### src/rtl/mole_pkg.sv
// Shared types, widths and helpers for the whack-a-mole round controller.
// Also holds the mole-selection and saturating-score helpers.
package mole_pkg;

    localparam int              NUM_HOLES = 4;
    localparam int              SCORE_W   = 4;
    localparam logic [7:0]      LFSR_SEED = 8'hA5;
    localparam logic [SCORE_W-1:0] SCORE_MAX = '1;
    localparam logic [SCORE_W-1:0] SCORE_ONE = SCORE_W'(1);

    typedef enum logic [1:0] {
        ST_IDLE = 2'd0,
        ST_GAP  = 2'd1,
        ST_SHOW = 2'd2,
        ST_DONE = 2'd3
    } state_t;

    // Width of a counter that must hold values 0..n-1 (never narrower than 1 bit)
    function automatic int cnt_width(input int n);
        return (n <= 2) ? 1 : $clog2(n);
    endfunction

    // One-hot from the random select; bump to the next hole if it repeats the last mole
    function automatic logic [NUM_HOLES-1:0] pick_mole(
        input logic [1:0]           sel,
        input logic [NUM_HOLES-1:0] prev
    );
        logic [NUM_HOLES-1:0] cand;
        cand      = '0;
        cand[sel] = 1'b1;
        if (cand == prev) begin
            cand = {cand[NUM_HOLES-2:0], cand[NUM_HOLES-1]};
        end
        return cand;
    endfunction

    function automatic logic [SCORE_W-1:0] sat_inc(input logic [SCORE_W-1:0] v);
        return (v == SCORE_MAX) ? v : v + SCORE_ONE;
    endfunction

    function automatic logic [SCORE_W-1:0] sat_dec(input logic [SCORE_W-1:0] v);
        return (v == '0) ? v : v - SCORE_ONE;
    endfunction

endpackage

### src/rtl/mole_lfsr.sv
// Free-running 8-bit Fibonacci LFSR, x^8+x^6+x^5+x^4+1, used to choose the lit hole.
module mole_lfsr
    import mole_pkg::*;
(
    input  logic       clk,
    input  logic       reset_n,
    output logic [7:0] out
);

    logic [7:0] lfsr_reg;
    logic       feedback;

    assign feedback = lfsr_reg[7] ^ lfsr_reg[5] ^ lfsr_reg[4] ^ lfsr_reg[3];

    always_ff @(posedge clk or negedge reset_n) begin
        if (!reset_n) begin
            lfsr_reg <= LFSR_SEED;
        end else begin
            lfsr_reg <= {lfsr_reg[6:0], feedback};
        end
    end

    assign out = lfsr_reg;

endmodule

### src/rtl/mole_round_ctrl.sv
// Round controller: dark gap, lit window, scoring of hits/misses/cheats over a
// fixed number of rounds per game.
module mole_round_ctrl
    import mole_pkg::*;
#(
    parameter int WINDOW_CYC = 50,
    parameter int GAP_CYC    = 20,
    parameter int ROUNDS     = 10
) (
    input  logic                 clk,
    input  logic                 reset_n,
    input  logic                 start,
    input  logic [NUM_HOLES-1:0] hit,
    output logic [NUM_HOLES-1:0] mole,
    output logic [SCORE_W-1:0]   score,
    output logic [SCORE_W-1:0]   misses,
    output logic                 busy,
    output logic                 game_over
);

    localparam int GAP_W = cnt_width(GAP_CYC);
    localparam int WIN_W = cnt_width(WINDOW_CYC);
    localparam int RND_W = cnt_width(ROUNDS + 1);

    localparam logic [GAP_W-1:0] GAP_LAST = GAP_W'(GAP_CYC - 1);
    localparam logic [WIN_W-1:0] WIN_LAST = WIN_W'(WINDOW_CYC - 1);
    localparam logic [RND_W-1:0] RND_LAST = RND_W'(ROUNDS - 1);

    state_t               state_reg, state_next;
    logic [GAP_W-1:0]     gap_cnt_reg, gap_cnt_next;
    logic [WIN_W-1:0]     win_cnt_reg, win_cnt_next;
    logic [RND_W-1:0]     round_cnt_reg, round_cnt_next;
    logic [SCORE_W-1:0]   score_reg, score_next;
    logic [SCORE_W-1:0]   misses_reg, misses_next;
    logic [NUM_HOLES-1:0] mole_reg, mole_next;
    logic [NUM_HOLES-1:0] prev_mole_reg, prev_mole_next;
    logic [NUM_HOLES-1:0] hit_q_reg;
    logic                 start_q_reg;

    logic [NUM_HOLES-1:0] hit_rise;
    logic                 start_rise;
    logic                 show_exit;
    logic [7:0]           lfsr_word;
    logic [5:0]           lfsr_unused;

    mole_lfsr u_lfsr (
        .clk     (clk),
        .reset_n (reset_n),
        .out     (lfsr_word)
    );

    assign lfsr_unused = lfsr_word[7:2];

    for (genvar gi = 0; gi < NUM_HOLES; gi++) begin : g_hit_edge
        assign hit_rise[gi] = hit[gi] & ~hit_q_reg[gi];
    end

    assign start_rise = start & ~start_q_reg;

    always_ff @(posedge clk or negedge reset_n) begin
        if (!reset_n) begin
            state_reg     <= ST_IDLE;
            gap_cnt_reg   <= '0;
            win_cnt_reg   <= '0;
            round_cnt_reg <= '0;
            score_reg     <= '0;
            misses_reg    <= '0;
            mole_reg      <= '0;
            prev_mole_reg <= '0;
            hit_q_reg     <= '0;
            // Treat start as already high so a level held through reset is not an edge
            start_q_reg   <= 1'b1;
        end else begin
            state_reg     <= state_next;
            gap_cnt_reg   <= gap_cnt_next;
            win_cnt_reg   <= win_cnt_next;
            round_cnt_reg <= round_cnt_next;
            score_reg     <= score_next;
            misses_reg    <= misses_next;
            mole_reg      <= mole_next;
            prev_mole_reg <= prev_mole_next;
            hit_q_reg     <= hit;
            start_q_reg   <= start;
        end
    end

    always_comb begin
        state_next     = state_reg;
        gap_cnt_next   = gap_cnt_reg;
        win_cnt_next   = win_cnt_reg;
        round_cnt_next = round_cnt_reg;
        score_next     = score_reg;
        misses_next    = misses_reg;
        mole_next      = mole_reg;
        prev_mole_next = prev_mole_reg;
        show_exit      = 1'b0;

        case (state_reg)
            ST_IDLE, ST_DONE: begin
                if (start_rise) begin
                    state_next     = ST_GAP;
                    gap_cnt_next   = '0;
                    round_cnt_next = '0;
                    score_next     = '0;
                    misses_next    = '0;
                end
            end

            ST_GAP: begin
                // Pressing while dark is a cheat and restarts the gap, even on its last cycle
                if (|hit_rise) begin
                    score_next   = sat_dec(score_reg);
                    gap_cnt_next = '0;
                end else if (gap_cnt_reg == GAP_LAST) begin
                    state_next     = ST_SHOW;
                    win_cnt_next   = '0;
                    mole_next      = pick_mole(lfsr_word[1:0], prev_mole_reg);
                    prev_mole_next = mole_next;
                end else begin
                    gap_cnt_next = gap_cnt_reg + GAP_W'(1);
                end
            end

            ST_SHOW: begin
                // A hit is checked before the timeout so a final-cycle press still scores
                if (|hit_rise) begin
                    show_exit = 1'b1;
                    if (|(hit_rise & ~mole_reg)) begin
                        misses_next = sat_inc(misses_reg);
                        score_next  = sat_dec(score_reg);
                    end else begin
                        score_next  = sat_inc(score_reg);
                    end
                end else if (win_cnt_reg == WIN_LAST) begin
                    show_exit   = 1'b1;
                    misses_next = sat_inc(misses_reg);
                end else begin
                    win_cnt_next = win_cnt_reg + WIN_W'(1);
                end

                if (show_exit) begin
                    mole_next      = '0;
                    gap_cnt_next   = '0;
                    round_cnt_next = round_cnt_reg + RND_W'(1);
                    state_next     = (round_cnt_reg == RND_LAST) ? ST_DONE : ST_GAP;
                end
            end

            default: begin
                state_next = ST_IDLE;
            end
        endcase
    end

    assign mole      = mole_reg;
    assign score     = score_reg;
    assign misses    = misses_reg;
    assign busy      = (state_reg == ST_GAP) || (state_reg == ST_SHOW);
    assign game_over = (state_reg == ST_DONE);

endmodule

### config.mk
export PLATFORM = sky130hd
export DESIGN_NAME = mole_round_ctrl
export DESIGN_NICKNAME = d
export VERILOG_FILES = /design/src/rtl/mole_pkg.sv /design/src/rtl/mole_lfsr.sv /design/src/rtl/mole_round_ctrl.sv
export SDC_FILE = /design/constraint.sdc
export NUM_CORES = 1
export LEC_CHECK = 0
export ABC_CLOCK_PERIOD_IN_PS = 2020
export BUFFER_PORTS_ARGS = -buffer_cell sky130_fd_sc_hd__buf_2
export CAP_MARGIN = 15
export CORE_AREA = 2 2 72 74
export DETAILED_ROUTE_END_ITERATION = 6
export DIE_AREA = 0 0 74 76
export PLACE_DENSITY = 0.7
export SYNTH_ARGS = -nofsm -noshare
export SYNTH_HDL_FRONTEND = slang
export SYNTH_SLANG_ARGS = --single-unit
### constraint.sdc
create_clock -name clk -period 2.02 [get_ports clk]
set_clock_uncertainty 0.15 [all_clocks]
set_input_delay 0 -clock clk [delete_from_list [all_inputs] [get_ports clk]]
set_output_delay 0 -clock clk [all_outputs]
set_load 0.05 [all_outputs]
Yosys cells after proc, flatten, opt, wreduce, memory -nomap -nowiden:

Cells that the tools add are included.

* word-level logic and storage cells: 113
* register bits: 46
* latch bits: 0
* RAM bits: 0
* memories: 0
* bits of input ports: 7
* output and inout port bits: 14
* ROM bits: 0

* magnitude comparators: 2
* divide/modulo/power cells: 0
* multipliers: 0
* add/sub/neg operators: 6
* multiplexer cells: 40
* reductions and logical operators: 17
* equality and inequality tests: 21
* shift operators: 0
* bitwise operators: 16

Operator list (count)
* two-way mux 4 bit: 15
* two-way mux 6 bit: 4
* case mux 4 bit (2 select lines): 3
* two-way mux 5 bit: 4
* AND reduction 4 bit: 4
* case mux 5 bit (3 select lines): 1
* inequality test 2 bit (second input constant): 7
* adder 4 x 1 -> 4 bit (second input constant): 3
* == test 4 bit (second input constant): 3
* inequality test 3 bit (second input constant): 4
* case mux 4 bit (3 select lines): 1
* case mux 6 bit (2 select lines): 1
* two-way mux 2 bit: 5
* AND reduction 3 bit: 3
* OR reduction 4 bit: 2
* adder 6 x 1 -> 6 bit (second input constant): 1
* == test 6 bit (second input constant): 1
* NOT 1 bit: 6
* case mux 2 bit (3 select lines): 1
* adder 5 x 1 -> 5 bit (second input constant): 1
* bitwise AND 1 bit: 5
* == test 5 bit (second input constant): 1
* AND reduction 5 bit: 1
* bitwise AND 4 bit: 1
* other kinds (17): 24

Logic depth before layout (Yosys ltp):

* depth after elaboration: 9
* gate-level depth with buffers: 9
* mapped depth without buffers: 7

Cells and area by module:

Synthesis repeated with hierarchy kept, for this count alone.

* cell total of the unflattened synthesis: 256
* area, all modules: 2560.0 sq um

By module, submodules not included
* mole_round_ctrl: cells an instance 245, area each 2328.5 sq um, instances 1
* mole_lfsr: cells an instance 11, area each 231.5 sq um, instances 1

Worst setup path before layout:

No wires, ideal clock.

* kind: register to register
* start point: register score_reg[1], in the netlist score[1]
* end point: register score_reg[1], in the netlist score[1]
* arrival time: 2106 ps
* period minus slack after synthesis: 2377 ps
* setup time: 121 ps
* cell stages (with the launch flop): 8
* required time: 1749 ps
* path slack: -357 ps
* buffers on the path: 0
* path through: dfrtp_1 > inv_1 > ha_1 > or3b_2 > mux2i_1 > a32o_1 > a31o_2 > a22o_1

* cells in the longest elaborated chain, start to end: 5
* elaborated cells on any way between the ends: 12
* those cells by class: 2 x add/sub; 2 x eq/ne; 6 x mux; 2 x reduce/logical

Ends and longest elaborated chain
* start, declared: RTL line mole_round_ctrl.sv:33 `logic [SCORE_W-1:0] score_reg, score_next;`
* start signal, assigned: RTL line mole_round_ctrl.sv:78 `score_reg <= score_next;`
* adder 4 x 1 -> 4 bit (tied with other cells): RTL line mole_pkg.sv:38 `return (v == SCORE_MAX) ? v : v + SCORE_ONE;`
* two-way mux 4 bit, on equally long branches: RTL line mole_pkg.sv:38, mole_pkg.sv:42
* two-way mux 4 bit: RTL line mole_round_ctrl.sv:128 `if (|(hit_rise & ~mole_reg)) begin`
* two-way mux 4 bit: RTL line mole_round_ctrl.sv:126 `if (|hit_rise) begin`
* case mux 4 bit (3 select lines): RTL line mole_round_ctrl.sv:98 `case (state_reg)`

Several ways; a longest one is shown, not always the timed one. The select of a mux whose other input is x is not followed.
A chain may end at the register's enable or synchronous reset.

Worst setup path after layout:

Same ends and word-level chain as after synthesis.

==> reports/results.ini <==
[timing]
setup_ws_ns=-0.00637
clock.fmax_mhz=493
rsz0062_at_grt=yes
fin_crit_ns=2.03
slew_headroom_pct=69.2
finalHoldViolations=0
finalCritPeriodShare_pct=100
worst_slew_pin_slew_ns=0.462
slew_violations=0
finalSetupViolations=2

[setup_path]
slowest_delay_ns=0.42
r2r_slack_ns=-0.006
crit_fanout=2
cp-end-kind=flop
crit_chain=inv_2 > ha_4 > or3b_4 > mux2i_2 > a32o_1 > a31o_2 > a22o_1
crit_type=reg -> reg
crit_path_top_delay_cell=dfrtp_2
cp-start-kind=flop
required_ns=2.07
cp.arrival_ns=2.08

[power_and_ir_drop]
ir_worst_vdd_mv=0.629
p_leak_nw=1.52
fin_total_pwr_mw=4.10
power_density_mw_per_mm2=1230

[grt]
grt_pass1_wl_um=9350
grt_pass1_vias=2081
antenna_found_initial=0
track_usage_pct=21.1
overflow=0
grt_max_degree=22

[floorplan]
die_width_um=74
chipHeight_um=76
ios=21
num_rows=26
core_area_mm2=0.00491
die_area_mm2=0.00562
initial_core_util_pct=51.9

[clock_network]
cts_max_level=2
cts_buffers=5
clock_sinks=46
clk_root_buffer_cell=clkbuf_8
clk_pin_slew_ns=0.09
insertion_delay_ns=0.30
clock_path_buffers=2
cts_tree=yes

[logic_synthesis]
synth_area_mm2=0.00255
synthCells=259
synth_seq_area_share_pct=45.4
yosysTopAreaCellShare_pct=40.3
yosys.cell_count.top_type=dfrtp_1
synthTopCellsByArea=dfrtp_1, ha_1, dfstp_2
synth.distinct_cells=48
synthFlopType=dfrtp_1
async_flop_share_pct=100
syn_avg_cell_area_um2=9.84
synth_nets=278
yosysWarningCount=0
synth_common_cells=dfrtp_1, nand2_1, nor2_1
synth_top_area_cell=dfrtp_1
synth_edf_count=0
ys_ff_latch=46

[place]
place_hpwl_um=4220
pre_cts_ws_ns=-0.00166
dpl.cell_count=376
gp_congestion=0.893
io_buffers=20

[route]
viasPerCell=5.52
drc=0
post_drt_wl_per_cell_um=14.5
drtIter0Drc=112
vias=2186
drtPass1Iterations=6
postRouteAntennaNets=0
wirelength_um=5750

[worst_hold_path]
holdCritPathClass=in -> async

[run_status]
status=finished, violations left
violations=negative setup slack

[final_layout]
fillers=393
largest_reg_flops=8
drive_above_1_share_pct=35.3
post_layout_nonfiller_instances=396
fin_nets=344
insertedDiodeCount=0
syn_to_final_growth_pct=30.5
utilization_pct=67.7

[run]
cap_violations=0

cells in the final DEF (no fill, tap or decap), types with 3 or more instances in the layout:
| cell type | instances |
|---|---|
| buf_4 | 42 |
| inv_2 | 4 |
| nand4_1 | 7 |
| o21ai_0 | 13 |
| a21oi_1 | 10 |
| nor3_1 | 8 |
| a32o_1 | 5 |
| clkbuf_8 | 6 |
| o21ai_1 | 3 |
| nor2_1 | 16 |
| buf_2 | 20 |
| dlygate4sd3_1 | 6 |
| nand3_1 | 11 |
| inv_1 | 9 |
| o32ai_1 | 3 |
| o31ai_1 | 3 |
| dfstp_2 | 5 |
| nor2b_1 | 3 |
| ha_4 | 3 |
| nor3b_1 | 5 |
| mux2i_1 | 6 |
| mux2_2 | 5 |
| nand2b_1 | 7 |
| dfrtp_1 | 34 |
| dfrtp_2 | 7 |
| nand2_1 | 18 |
| nand3b_1 | 3 |
| xnor2_1 | 3 |
| a22o_1 | 9 |
| ha_1 | 8 |
power breakdown:
part	leakage, nW	switching, mW	total, mW	internal [mW]
clock network	0.0714	0.319	0.846	0.528
registers	0.598	0.114	1.15	1.04
logic	0.845	1.11	2.10	0.987
per-layer routing:
metal / global-route usage (%) / wire length (µm) / share of wire, %
met5: 0 / 0 / 0
met4: 6.00 / 54 / 0.94
met3: 3.84 / 179 / 3.1
met2: 34.3 / 2860 / 50
met1: 28.8 / 2650 / 46
kinds of logic after synthesis:
group	Yosys count	synth area share (%)
simple gates	97	20.6
compound gates	62	17.2
flops	46	45.4
buf+inv	24	3.83
mux	13	5.35
fa+ha+maj	12	5.89
xor+xnor	5	1.72
critical path: cells and delay by family, from the launching register on:
| kind | cells | cell delay, ns |
|---|---|---|
| DFF | 1 | 0.42 |
| and+or+nand+nor | 1 | 0.39 |
| adders and majority gates | 1 | 0.13 |
| AOI/OAI and AO/OA | 3 | 0.59 |
| muxes | 1 | 0.17 |
| buffers and inverters | 1 | 0.08 |
final timing paths:
check                      cells after the start              to           from
min reg2reg                                    0   u_lfsr.out[7]  u_lfsr.out[6]
min in group clk                               5  gap_cnt_reg[4]         hit[0]
min                                            2  gap_cnt_reg[0]        reset_n
max in group asynchronous                      3   u_lfsr.out[0]        reset_n
max                                            7        score[1]       score[1]
max reg2reg                                    7        score[1]       score[1]
metrics by stage:
step	setup TNS [ns]	hold slack, ns	instance area (µm²)
2_1_floorplan	-0.126	-0.446	2630
3_3_place_gp	0	-0.180	3040
3_5_place_dp	-0.00166	-0.177	3040
4_1_cts	0	0.0336	3250
5_1_grt	-0.758	0.0869	3330
6_report	-0.0108	0.0258	3330
final cells by class:
class,count,area (µm²),share of cell area [%]
clock buffers,6,82.6,2.48
clock inverters,2,60.1,1.81
inverters,13,48.8,1.47
multi-input cells,189,1390,41.8
flip-flops and latches,46,1170,35.1
well taps,70,87.6,2.63
repair buffers,70,492,14.8
timing repair:
item	in CTS	in global routing
endpoints found under the setup margin	1	11
gates resized for setup	1	11
pin swaps	0	8
setup buffers	0	6
hold buffers	6	0
hold endpoints to repair	48	0
No activity file was read; power rests on OpenSTA's default activity.
